## src/rtl/lsu.sv

```systemverilog
// Load/store unit: turns one load or store request into one or two
// memory beats, positions store data on byte lanes, and aligns and
// extends load data. Word-crossing accesses are split in two beats
// when MISALIGNED_EN=1.
module lsu #(
    parameter int XLEN          = 32,
    parameter int ADDR_W        = 32,
    parameter int MISALIGNED_EN = 1
) (
    input  logic                clk,
    input  logic                rst_n,
    input  logic                i_req_valid,
    output logic                o_req_ready,
    input  logic                i_req_store,
    input  logic [2:0]          i_req_funct3,
    input  logic [ADDR_W-1:0]   i_req_addr,
    input  logic [XLEN-1:0]     i_req_wdata,
    input  logic [4:0]          i_req_rd,
    output logic                o_rsp_valid,
    input  logic                i_rsp_ready,
    output logic [XLEN-1:0]     o_rsp_rdata,
    output logic [4:0]          o_rsp_rd,
    output logic                o_rsp_err,
    output logic                o_mem_valid,
    input  logic                i_mem_ready,
    output logic                o_mem_we,
    output logic [ADDR_W-1:0]   o_mem_addr,
    output logic [XLEN/8-1:0]   o_mem_be,
    output logic [XLEN-1:0]     o_mem_wdata,
    input  logic                i_mem_rvalid,
    input  logic [XLEN-1:0]     i_mem_rdata
);
    localparam int NB    = XLEN / 8;
    localparam int OFF_W = $clog2(NB);
    localparam int SZ_W  = OFF_W + 2;

    localparam logic [2:0] S_IDLE   = 3'd0;
    localparam logic [2:0] S_ISSUE0 = 3'd1;
    localparam logic [2:0] S_WAIT0  = 3'd2;
    localparam logic [2:0] S_ISSUE1 = 3'd3;
    localparam logic [2:0] S_WAIT1  = 3'd4;
    localparam logic [2:0] S_RESP   = 3'd5;

    // Request decode (combinational, used only when accepting in IDLE)
    logic [1:0]        w_sl;
    logic [SZ_W-1:0]   w_size;
    logic [OFF_W-1:0]  w_off;
    logic [NB-1:0]     w_lane;
    logic [XLEN-1:0]   w_bmask;
    logic              w_misal;
    logic              w_split;
    logic              w_illegal;
    logic [2*XLEN-1:0] w_wide_data;
    logic [2*NB-1:0]   w_wide_be;
    logic [ADDR_W-1:0] w_base;

    assign w_sl      = i_req_funct3[1:0];
    assign w_size    = SZ_W'(1) << w_sl;
    assign w_off     = i_req_addr[OFF_W-1:0];
    // A shift by size >= NB leaves all ones, i.e. every lane enabled.
    assign w_lane    = ~({NB{1'b1}} << w_size);
    assign w_misal   = (w_off & (w_size[OFF_W-1:0] - OFF_W'(1))) != '0;
    assign w_split   = ({2'b00, w_off} + w_size) > SZ_W'(NB);
    assign w_illegal = (i_req_funct3 == 3'b111)
                     || (i_req_store && i_req_funct3[2])
                     || ((XLEN == 32) && (i_req_funct3 == 3'b011 || i_req_funct3 == 3'b110))
                     || ((MISALIGNED_EN == 0) && w_misal);

    // Expand the lane mask into a bit mask covering size bytes.
    generate
        for (genvar gi = 0; gi < NB; gi++) begin : g_bmask
            assign w_bmask[gi*8 +: 8] = {8{w_lane[gi]}};
        end
    endgenerate

    assign w_wide_data = {XLEN'(0), i_req_wdata & w_bmask} << {w_off, 3'b000};
    assign w_wide_be   = {NB'(0), w_lane} << w_off;
    assign w_base      = {i_req_addr[ADDR_W-1:OFF_W], OFF_W'(0)};

    // State and captured request
    logic [2:0]        r_state;
    logic              r_store;
    logic              r_unsigned;
    logic              r_split;
    logic [OFF_W-1:0]  r_off;
    logic [XLEN-1:0]   r_bmask;
    logic [ADDR_W-1:0] r_addr1;
    logic [XLEN-1:0]   r_wdata_hi;
    logic [NB-1:0]     r_be_hi;
    logic [XLEN-1:0]   r_rbuf_lo;

    // Registered outputs
    logic              r_mem_valid;
    logic              r_mem_we;
    logic [ADDR_W-1:0] r_mem_addr;
    logic [NB-1:0]     r_mem_be;
    logic [XLEN-1:0]   r_mem_wdata;
    logic              r_rsp_valid;
    logic [XLEN-1:0]   r_rsp_rdata;
    logic [4:0]        r_rsp_rd;
    logic              r_rsp_err;

    // Load alignment: the high half of the buffer is the incoming second
    // beat, the low half the stored first beat (or the only beat).
    logic [2*XLEN-1:0] w_rbuf;
    logic [2*XLEN-1:0] w_sh;
    logic [XLEN-1:0]   w_lo;
    logic [XLEN-1:0]   w_top;
    logic              w_sign;
    logic [XLEN-1:0]   w_ext;

    assign w_rbuf = (r_state == S_WAIT1) ? {i_mem_rdata, r_rbuf_lo}
                                         : {XLEN'(0), i_mem_rdata};
    assign w_sh   = w_rbuf >> {r_off, 3'b000};
    assign w_lo   = w_sh[XLEN-1:0];
    assign w_top  = r_bmask & ~(r_bmask >> 1);
    assign w_sign = ~r_unsigned & (|(w_lo & w_top));
    assign w_ext  = (w_lo & r_bmask) | ({XLEN{w_sign}} & ~r_bmask);

    // Transaction sequencer: accept, issue beats, collect read data, respond
    always_ff @(posedge clk or negedge rst_n) begin
        if (!rst_n) begin
            r_state     <= S_IDLE;
            r_store     <= 1'b0;
            r_unsigned  <= 1'b0;
            r_split     <= 1'b0;
            r_off       <= '0;
            r_bmask     <= '0;
            r_addr1     <= '0;
            r_wdata_hi  <= '0;
            r_be_hi     <= '0;
            r_rbuf_lo   <= '0;
            r_mem_valid <= 1'b0;
            r_mem_we    <= 1'b0;
            r_mem_addr  <= '0;
            r_mem_be    <= '0;
            r_mem_wdata <= '0;
            r_rsp_valid <= 1'b0;
            r_rsp_rdata <= '0;
            r_rsp_rd    <= '0;
            r_rsp_err   <= 1'b0;
        end else begin
            case (r_state)
                S_IDLE: begin
                    if (i_req_valid) begin
                        r_store    <= i_req_store;
                        r_unsigned <= i_req_funct3[2];
                        r_split    <= w_split;
                        r_off      <= w_off;
                        r_bmask    <= w_bmask;
                        r_addr1    <= w_base + ADDR_W'(NB);
                        r_wdata_hi <= w_wide_data[2*XLEN-1:XLEN];
                        r_be_hi    <= w_wide_be[2*NB-1:NB];
                        r_rsp_rd   <= i_req_rd;
                        if (w_illegal) begin
                            r_state     <= S_RESP;
                            r_rsp_valid <= 1'b1;
                            r_rsp_err   <= 1'b1;
                            r_rsp_rdata <= '0;
                        end else begin
                            r_state     <= S_ISSUE0;
                            r_mem_valid <= 1'b1;
                            r_mem_we    <= i_req_store;
                            r_mem_addr  <= w_base;
                            r_mem_be    <= w_wide_be[NB-1:0];
                            r_mem_wdata <= i_req_store ? w_wide_data[XLEN-1:0] : '0;
                        end
                    end
                end
                S_ISSUE0: begin
                    if (i_mem_ready) begin
                        r_mem_valid <= 1'b0;
                        if (!r_store) begin
                            r_state <= S_WAIT0;
                        end else if (r_split) begin
                            r_state <= S_ISSUE1;
                        end else begin
                            r_state     <= S_RESP;
                            r_rsp_valid <= 1'b1;
                            r_rsp_err   <= 1'b0;
                            r_rsp_rdata <= '0;
                        end
                    end
                end
                S_ISSUE1: begin
                    // Second beat is presented one cycle after entry.
                    if (!r_mem_valid) begin
                        r_mem_valid <= 1'b1;
                        r_mem_we    <= r_store;
                        r_mem_addr  <= r_addr1;
                        r_mem_be    <= r_be_hi;
                        r_mem_wdata <= r_store ? r_wdata_hi : '0;
                    end else if (i_mem_ready) begin
                        r_mem_valid <= 1'b0;
                        if (r_store) begin
                            r_state     <= S_RESP;
                            r_rsp_valid <= 1'b1;
                            r_rsp_err   <= 1'b0;
                            r_rsp_rdata <= '0;
                        end else begin
                            r_state <= S_WAIT1;
                        end
                    end
                end
                S_WAIT0: begin
                    if (i_mem_rvalid) begin
                        r_rbuf_lo <= i_mem_rdata;
                        if (r_split) begin
                            r_state <= S_ISSUE1;
                        end else begin
                            r_state     <= S_RESP;
                            r_rsp_valid <= 1'b1;
                            r_rsp_err   <= 1'b0;
                            r_rsp_rdata <= w_ext;
                        end
                    end
                end
                S_WAIT1: begin
                    if (i_mem_rvalid) begin
                        r_state     <= S_RESP;
                        r_rsp_valid <= 1'b1;
                        r_rsp_err   <= 1'b0;
                        r_rsp_rdata <= w_ext;
                    end
                end
                S_RESP: begin
                    if (i_rsp_ready) begin
                        r_state     <= S_IDLE;
                        r_rsp_valid <= 1'b0;
                    end
                end
                default: r_state <= S_IDLE;
            endcase
        end
    end

    assign o_req_ready = (r_state == S_IDLE);
    assign o_rsp_valid = r_rsp_valid;
    assign o_rsp_rdata = r_rsp_rdata;
    assign o_rsp_rd    = r_rsp_rd;
    assign o_rsp_err   = r_rsp_err;
    assign o_mem_valid = r_mem_valid;
    assign o_mem_we    = r_mem_we;
    assign o_mem_addr  = r_mem_addr;
    assign o_mem_be    = r_mem_be;
    assign o_mem_wdata = r_mem_wdata;

endmodule

```

## config.mk

```make
export PLATFORM = sky130hd
export DESIGN_NAME = lsu
export DESIGN_NICKNAME = d
export VERILOG_FILES = /design/src/rtl/lsu.sv
export SDC_FILE = /design/constraint.sdc
export NUM_CORES = 1
export LEC_CHECK = 0
export ABC_CLOCK_PERIOD_IN_PS = 2300
export BUFFER_PORTS_ARGS = -buffer_cell sky130_fd_sc_hd__buf_2
export CAP_MARGIN = 20
export CORE_MARGIN = 2
export CORE_UTILIZATION = 51
export CTS_BUF_LIST = sky130_fd_sc_hd__clkbuf_8 sky130_fd_sc_hd__clkbuf_16
export CTS_CLUSTER_DIAMETER = 150
export DETAILED_ROUTE_END_ITERATION = 10
export PLACE_DENSITY = 0.85
export SYNTH_ARGS = -nofsm -noshare
export SYNTH_HDL_FRONTEND = slang
export SYNTH_SLANG_ARGS = --single-unit
```

## constraint.sdc

```tcl
create_clock -name clk -period 2.3 [get_ports clk]
set_input_delay 0.46 -clock clk [delete_from_list [all_inputs] [get_ports clk]]
set_output_delay 0.46 -clock clk [all_outputs]
set_load 0.05 [all_outputs]
```

# After elaboration in Yosys (flattened, before gate mapping)
# Cells that the tools add are included.
# classes
addsub	2
magnitude_cmp	1
eq_ne	22
shifts	5
mux	70
bitwise	11
reduce_logical	18
# op_table
operator	n
$mux 32	19
$and 32x32->32	5
$pmux 32 s5	1
$pmux 32 s2	2
$mux 64	1
$shl 32x5->64	1
$shr 64x5->32	1
$add 32x3->32 const B	1
$not 31->32	1
$not 32->32	1
$or 32x32->32	1
$reduce_or 32->1	1
$mux 3	10
$mux 1	28
$ne 2x2->1 const B	13
$pmux 3 s6	1
$eq 3x3->1 const B	4
$mux 4	3
$reduce_and 12->1	1
$reduce_and 11->1	1
$reduce_and 10->1	1
$eq 3x2->1 const B	3
$pmux 4 s2	1
$reduce_and 4->1	2
23 further kinds	26
# totals
ff_bits	242
in_bits	111
output_inout_bits	110

# Longest topological paths before layout
# logic_depth
depth_word	11
ltp_mapped	8
mapped_depth_nobuf	6

# Worst setup path before layout
# OpenSTA, ideal clock, no wires.
# synth_path
path_kind	reg2reg
from	register r_state[1]
to	register r_mem_addr[10], in the netlist o_mem_addr[10]
setup_ps	141
arrival_time_ps	3156
required_time_ps	2159
slack_ps	-997
path_stages_with_launch	8
path_buffers	3
synth_period_minus_slack_ps	3297
path_cell_list	dfrtp_1 > clkbuf_1 > nor3_1 > nand2_1 > o22ai_1 > buf_2 > buf_1 > a31oi_1
# synth_between
elab_chain_cells	3
# synth_rtl
item	line	text
start, declared	81	logic [2:0] r_state;
start signal, assigned	123	r_state <= S_IDLE;
start signal, assigned	156	r_state <= S_RESP;
start signal, assigned	161	r_state <= S_ISSUE0;
$logic_not 3->1 (*)	--	
net o_req_ready	13	output logic o_req_ready,
$ne 2x2->1 (no source line) or $reduce_bool 2->1 (tied branches)	--	
$reduce_and 4->1 (no source line)	--	
end signal, assigned	164	r_mem_addr <= w_base;
end signal, assigned	190	r_mem_addr <= r_addr1;
end, declared	95	logic [ADDR_W-1:0] r_mem_addr;
# Mark *: on every way through the listed nets, which the timed path passes. The rest lies on a longest branch.
# A chain may end at the register's enable or synchronous reset.

# Final worst setup path
# layout_path
from	register r_state[0]
to	register r_rsp_rdata[30], in the netlist o_rsp_rdata[30]
# layout_between
elab_chain_cells	11
# layout_rtl
item	line	text
$eq 3x3->1	112, 143	
$mux 64	112	assign w_rbuf = (r_state == S_WAIT1) ? {i_mem_rdata, r_rbuf_lo}
$shr 64x5->32	114	assign w_sh = w_rbuf >> {r_off, 3'b000};
$and 32x32->32	117	assign w_sign = ~r_unsigned & (|(w_lo & w_top));
$reduce_or 32->1	117	
$and 1x1->1	117	
$and 32x32->32	118	assign w_ext = (w_lo & r_bmask) | ({XLEN{w_sign}} & ~r_bmask);
$or 32x32->32	118	
$mux 32	208	if (r_split) begin
$mux 32	206	if (i_mem_rvalid) begin
$pmux 32 s5	143	case (r_state)
end signal, assigned	214	r_rsp_rdata <= w_ext;
end signal, assigned	223	r_rsp_rdata <= w_ext;
end, declared	99	logic [XLEN-1:0] r_rsp_rdata;
# Several ways; a longest one is shown, not always the timed one. The select of a mux whose other input is x is not followed.

==> impl_metrics.yaml <==
final_layout:
  fill_cells: 1742
  post-route-util: 0.645
  area_growth_pct: 25.1
  finalNonFillerCells: 1730
  drive_above_1_share: 0.318
  nets: 1540
logic_synthesis:
  synth.area.mux_share: 0.133
  synthSimpleGateAreaFrac: 0.166
  synth_top_family_by_area: "compound AO/OA/AOI/OAI gates"
  synth_warnings: 0
  avgSynthCellArea_um2: 9.63
  synth_seq_cells: 208
  synth_xor_area_frac: 0.0219
  synthAdderAreaFrac: 0.00497
  yosysSeqAreaShare: 0.450
  synth_flop_cell: "dfrtp_1"
  ys_types: 68
  syn_inst: 1202
  netlist_area_um2: 11600
  synth_compound_area_frac: 0.183
  async_reset_ff_frac: 1.00
  synth_edf_count: 0
critical_path:
  cp-end-kind: "flop"
  crit_buf_inv: 2
  required_ns: 2.68
  critical_path.top_delay_family: "compound AO/OA/AOI/OAI gates"
  critPathArrivalTime_ns: 2.79
  critical_path.cell_chain: "or3b_4 -> a211o_1 -> a41o_4 -> o41ai_4 -> buf_4 -> clkbuf_16 -> o211ai_1"
  max_stage_delay_ns: 0.45
  slowest_stage: "or3b_4"
  crit_path_start_kind: "flop"
  cp_max_fo: 8
  crit_type: "flop to flop"
clocking:
  h-tree-depth: 1
  clock-sinks: 208
  numCtsBuffers: 24
  clk_latency_ns: 0.51
  clock_path_buffers: 3
  cts_tree: "built"
  path_clk_slew_ns: 0.06
  clock-root-buffer: "clkbuf_16"
grt:
  grt_pass1_wl_um: 56300
  grt_use_total: 0.291
  grt_max_degree: 105
  antenna_found_initial: 3
  first_global_vias: 10500
  overflow: 0
power:
  combinationalPowerShare: 0.524
  p_clk_frac: 0.185
  p_leak_nw: 6.49
  peakVddDrop_uv: 823
  pwr-share-seq: 0.291
  power_density_nw_per_um2: 1520
  switchingPower_mw: 10.1
  p_int_mw: 11.9
  p_sw_frac: 0.459
  p_total_mw: 22.0
detailed_routing:
  wirelength_um: 34900
  dr.pass1.iters: 6
  vias_per_cell: 6.24
  vias: 10800
  first_iter_violations: 1213
  drc: 0
  postRouteAntennaNets: 0
  wl_per_cell_um: 20.2
timing:
  finClkSkew_ns: 0.00954
  finalCritPeriodShare: 1.05
  grt_setup_unrepaired: "yes"
  timing.fmax_mhz: 415
  relSlewSlack: 0.560
  worstMarginPinSlew_ns: 0.658
  fin_setup_tns_ns: -1.79
  hold_violations: 0
  setup_viol: 26
  setup_slack_ns: -0.112
  period_minus_slack_ns: 2.41
  drv_slew: 0
die:
  core_area_um2: 22400
  fp-row-count: 55
  die_height_um: 155
  initial_utilization: 0.516
  die-area_um2: 23900
  ios: 221
  die_w_um: 155
place:
  gp_congestion: 0.965
  io_buffer_count: 218
  place_worst_setup_slack_ns: -0.139
  dp_cells: 1672
  place_hpwl_um: 23600
status:
  status: "finished with violations"
  violations: "negative setup slack"
worst_hold_path:
  hold_class: "input port to flop"
flow_run:
  cap_violations: 0
[kinds of logic (layout without fill, tap and decap cells)]
group                    count (synthesis)  after routing
AO/OA/AOI/OAI                          308            308
flip-flops                             208            208
XOR/XNOR                                29             29
multiplexers                           113            113
buffers and inverters                  116            355
AND/OR/NAND/NOR                        423            423
adder cells (fa/ha/maj)                  4              4
other                                    1              5
[final timing paths]
kind / start / cells after the start / slack (ns) / endpoint
max in group asynchronous: rst_n / 3 / 1.07 / r_wdata_hi[23]
worst max register to register: r_state[0] / 7 / -0.11 / o_rsp_rdata[30]
worst min register to register: o_rsp_rd[2] / 2 / 0.47 / o_rsp_rd[2]
worst min-delay path: i_req_rd[4] / 3 / 0.15 / o_rsp_rd[4]
worst max-delay path: r_state[0] / 7 / -0.11 / o_rsp_rdata[30]
min in group asynchronous: rst_n / 2 / 0.49 / o_mem_wdata[18]
[state kept, by name, indices dropped and copies added, names as in the netlist]
signal       flops
o_mem_addr      30
o_mem_be         4
o_mem_valid      1
o_mem_wdata     32
o_mem_we         1
o_rsp_err        1
o_rsp_rd         5
o_rsp_rdata     32
o_rsp_valid      1
r_addr1         30
r_be_hi          3
r_bmask          4
r_off            2
r_rbuf_lo       32
r_split          1
r_state          3
r_store          1
r_unsigned       1
r_wdata_hi      24
[synth_stat cells, types with 3 or more instances]
| cell | count | area share |
|---|---|---|
| nor4_1 | 7 | 0.0038 |
| o21a_1 | 8 | 0.0052 |
| a2bb2oi_1 | 8 | 0.0061 |
| o221ai_1 | 8 | 0.0061 |
| mux2_2 | 59 | 0.057 |
| a22o_1 | 18 | 0.014 |
| a21oi_1 | 29 | 0.013 |
| nor4bb_1 | 3 | 0.0026 |
| buf_2 | 9 | 0.0039 |
| mux2i_1 | 27 | 0.023 |
| nand3_1 | 44 | 0.019 |
| buf_6 | 3 | 0.0029 |
| inv_1 | 10 | 0.0032 |
| nand2_1 | 185 | 0.060 |
| o2111ai_1 | 6 | 0.0045 |
| a222oi_1 | 8 | 0.0069 |
| nor2_1 | 102 | 0.033 |
| o211ai_1 | 20 | 0.013 |
| o21ai_0 | 100 | 0.043 |
| nor3b_1 | 12 | 0.0078 |
| and2_1 | 9 | 0.0049 |
| o311ai_0 | 7 | 0.0053 |
| nor2b_1 | 4 | 0.0022 |
| and3_1 | 9 | 0.0049 |
| buf_1 | 14 | 0.0045 |
| and4_1 | 3 | 0.0023 |
| nor3_1 | 19 | 0.0082 |
| nand2b_1 | 6 | 0.0032 |
| clkbuf_1 | 76 | 0.025 |
| xor2_1 | 5 | 0.0038 |
| ha_1 | 3 | 0.0032 |
| dfrtp_1 | 208 | 0.45 |
| a31oi_1 | 31 | 0.017 |
| a221oi_1 | 16 | 0.012 |
| o31ai_1 | 13 | 0.0084 |
| xnor2_1 | 24 | 0.018 |
| a211o_1 | 9 | 0.0068 |
| nand4_1 | 7 | 0.0038 |
| mux4_2 | 27 | 0.053 |
| nand3b_1 | 3 | 0.0019 |
| a211oi_1 | 9 | 0.0058 |
[layout by cell type, fill, tap and decap left out, types with 9 or more instances in the layout]
cell / instances
nor3b_1: 9
clkbuf_8: 9
mux2i_1: 26
buf_2: 217
nor3_1: 17
o21ai_0: 100
mux2_2: 58
o211ai_1: 20
dfrtp_1: 207
mux4_2: 27
xnor2_1: 24
clkbuf_16: 26
o31ai_1: 13
nand3_1: 43
inv_1: 14
a221oi_1: 16
buf_4: 63
a21oi_1: 26
nand2_1: 184
a31oi_1: 31
a22o_1: 18
a211o_1: 9
nor2_1: 101
buf_12: 13
[stage by stage]
stage | hold slack (ns) | cell area, um2
final | 0.148 | 14500
after global routing | 0.133 | 14500
after CTS | 0.121 | 14400
after detailed placement | 0.456 | 13300
after global placement | 0.451 | 13300
after floorplan | 0.164 | 11600
[final cells by class]
class                      instances  area [um2]  area share
multi-input combinational        879        6040       0.417
sequential                       208        5210       0.360
timing repair buffer             300        1960       0.135
clock buffer                      33         736      0.0508
tap                              285         357      0.0246
clock inverter                    10         124     0.00856
inverter                          12        45.0     0.00311
antenna                            3        7.51    0.000519
[metal layers]
layer | track usage | vias up | share of wire | wire (um)
li1 | - | 4842 | - | -
met1 | 0.402 | 5252 | 0.41 | 14200
met2 | 0.457 | 613 | 0.47 | 16400
met3 | 0.0616 | 95 | 0.093 | 3230
met4 | 0.102 | 0 | 0.032 | 1120
met5 | 0 | - | 0 | 0
[power groups by stage]
stage               logic (mW)  clock network (mW)  registers [mW]
finish                    11.5                4.08            6.41
global route              12.3                4.31            6.58
CTS                       11.3                4.15            6.36
detailed placement        10.9                   0            6.40
global placement          10.7                   0            6.33
floorplan                 5.18                   0            8.96
[worst register-to-register path, delay by kind of cell (launching register included)]
kind / cells / cell delay, ns
flops: 1 / 0.43
compound gates: 4 / 1.06
simple gates: 1 / 0.45
buf+inv: 2 / 0.34
[repair_timing]
item	in CTS	in global routing
setup buffers	5	4
pin swaps	12	10
endpoints found under the setup margin	29	42
hold endpoints to repair	52	0
hold buffers	1	0
gates resized for setup	17	8
gates cloned	2	1
Note: power is estimated with default switching activity, not from simulation.
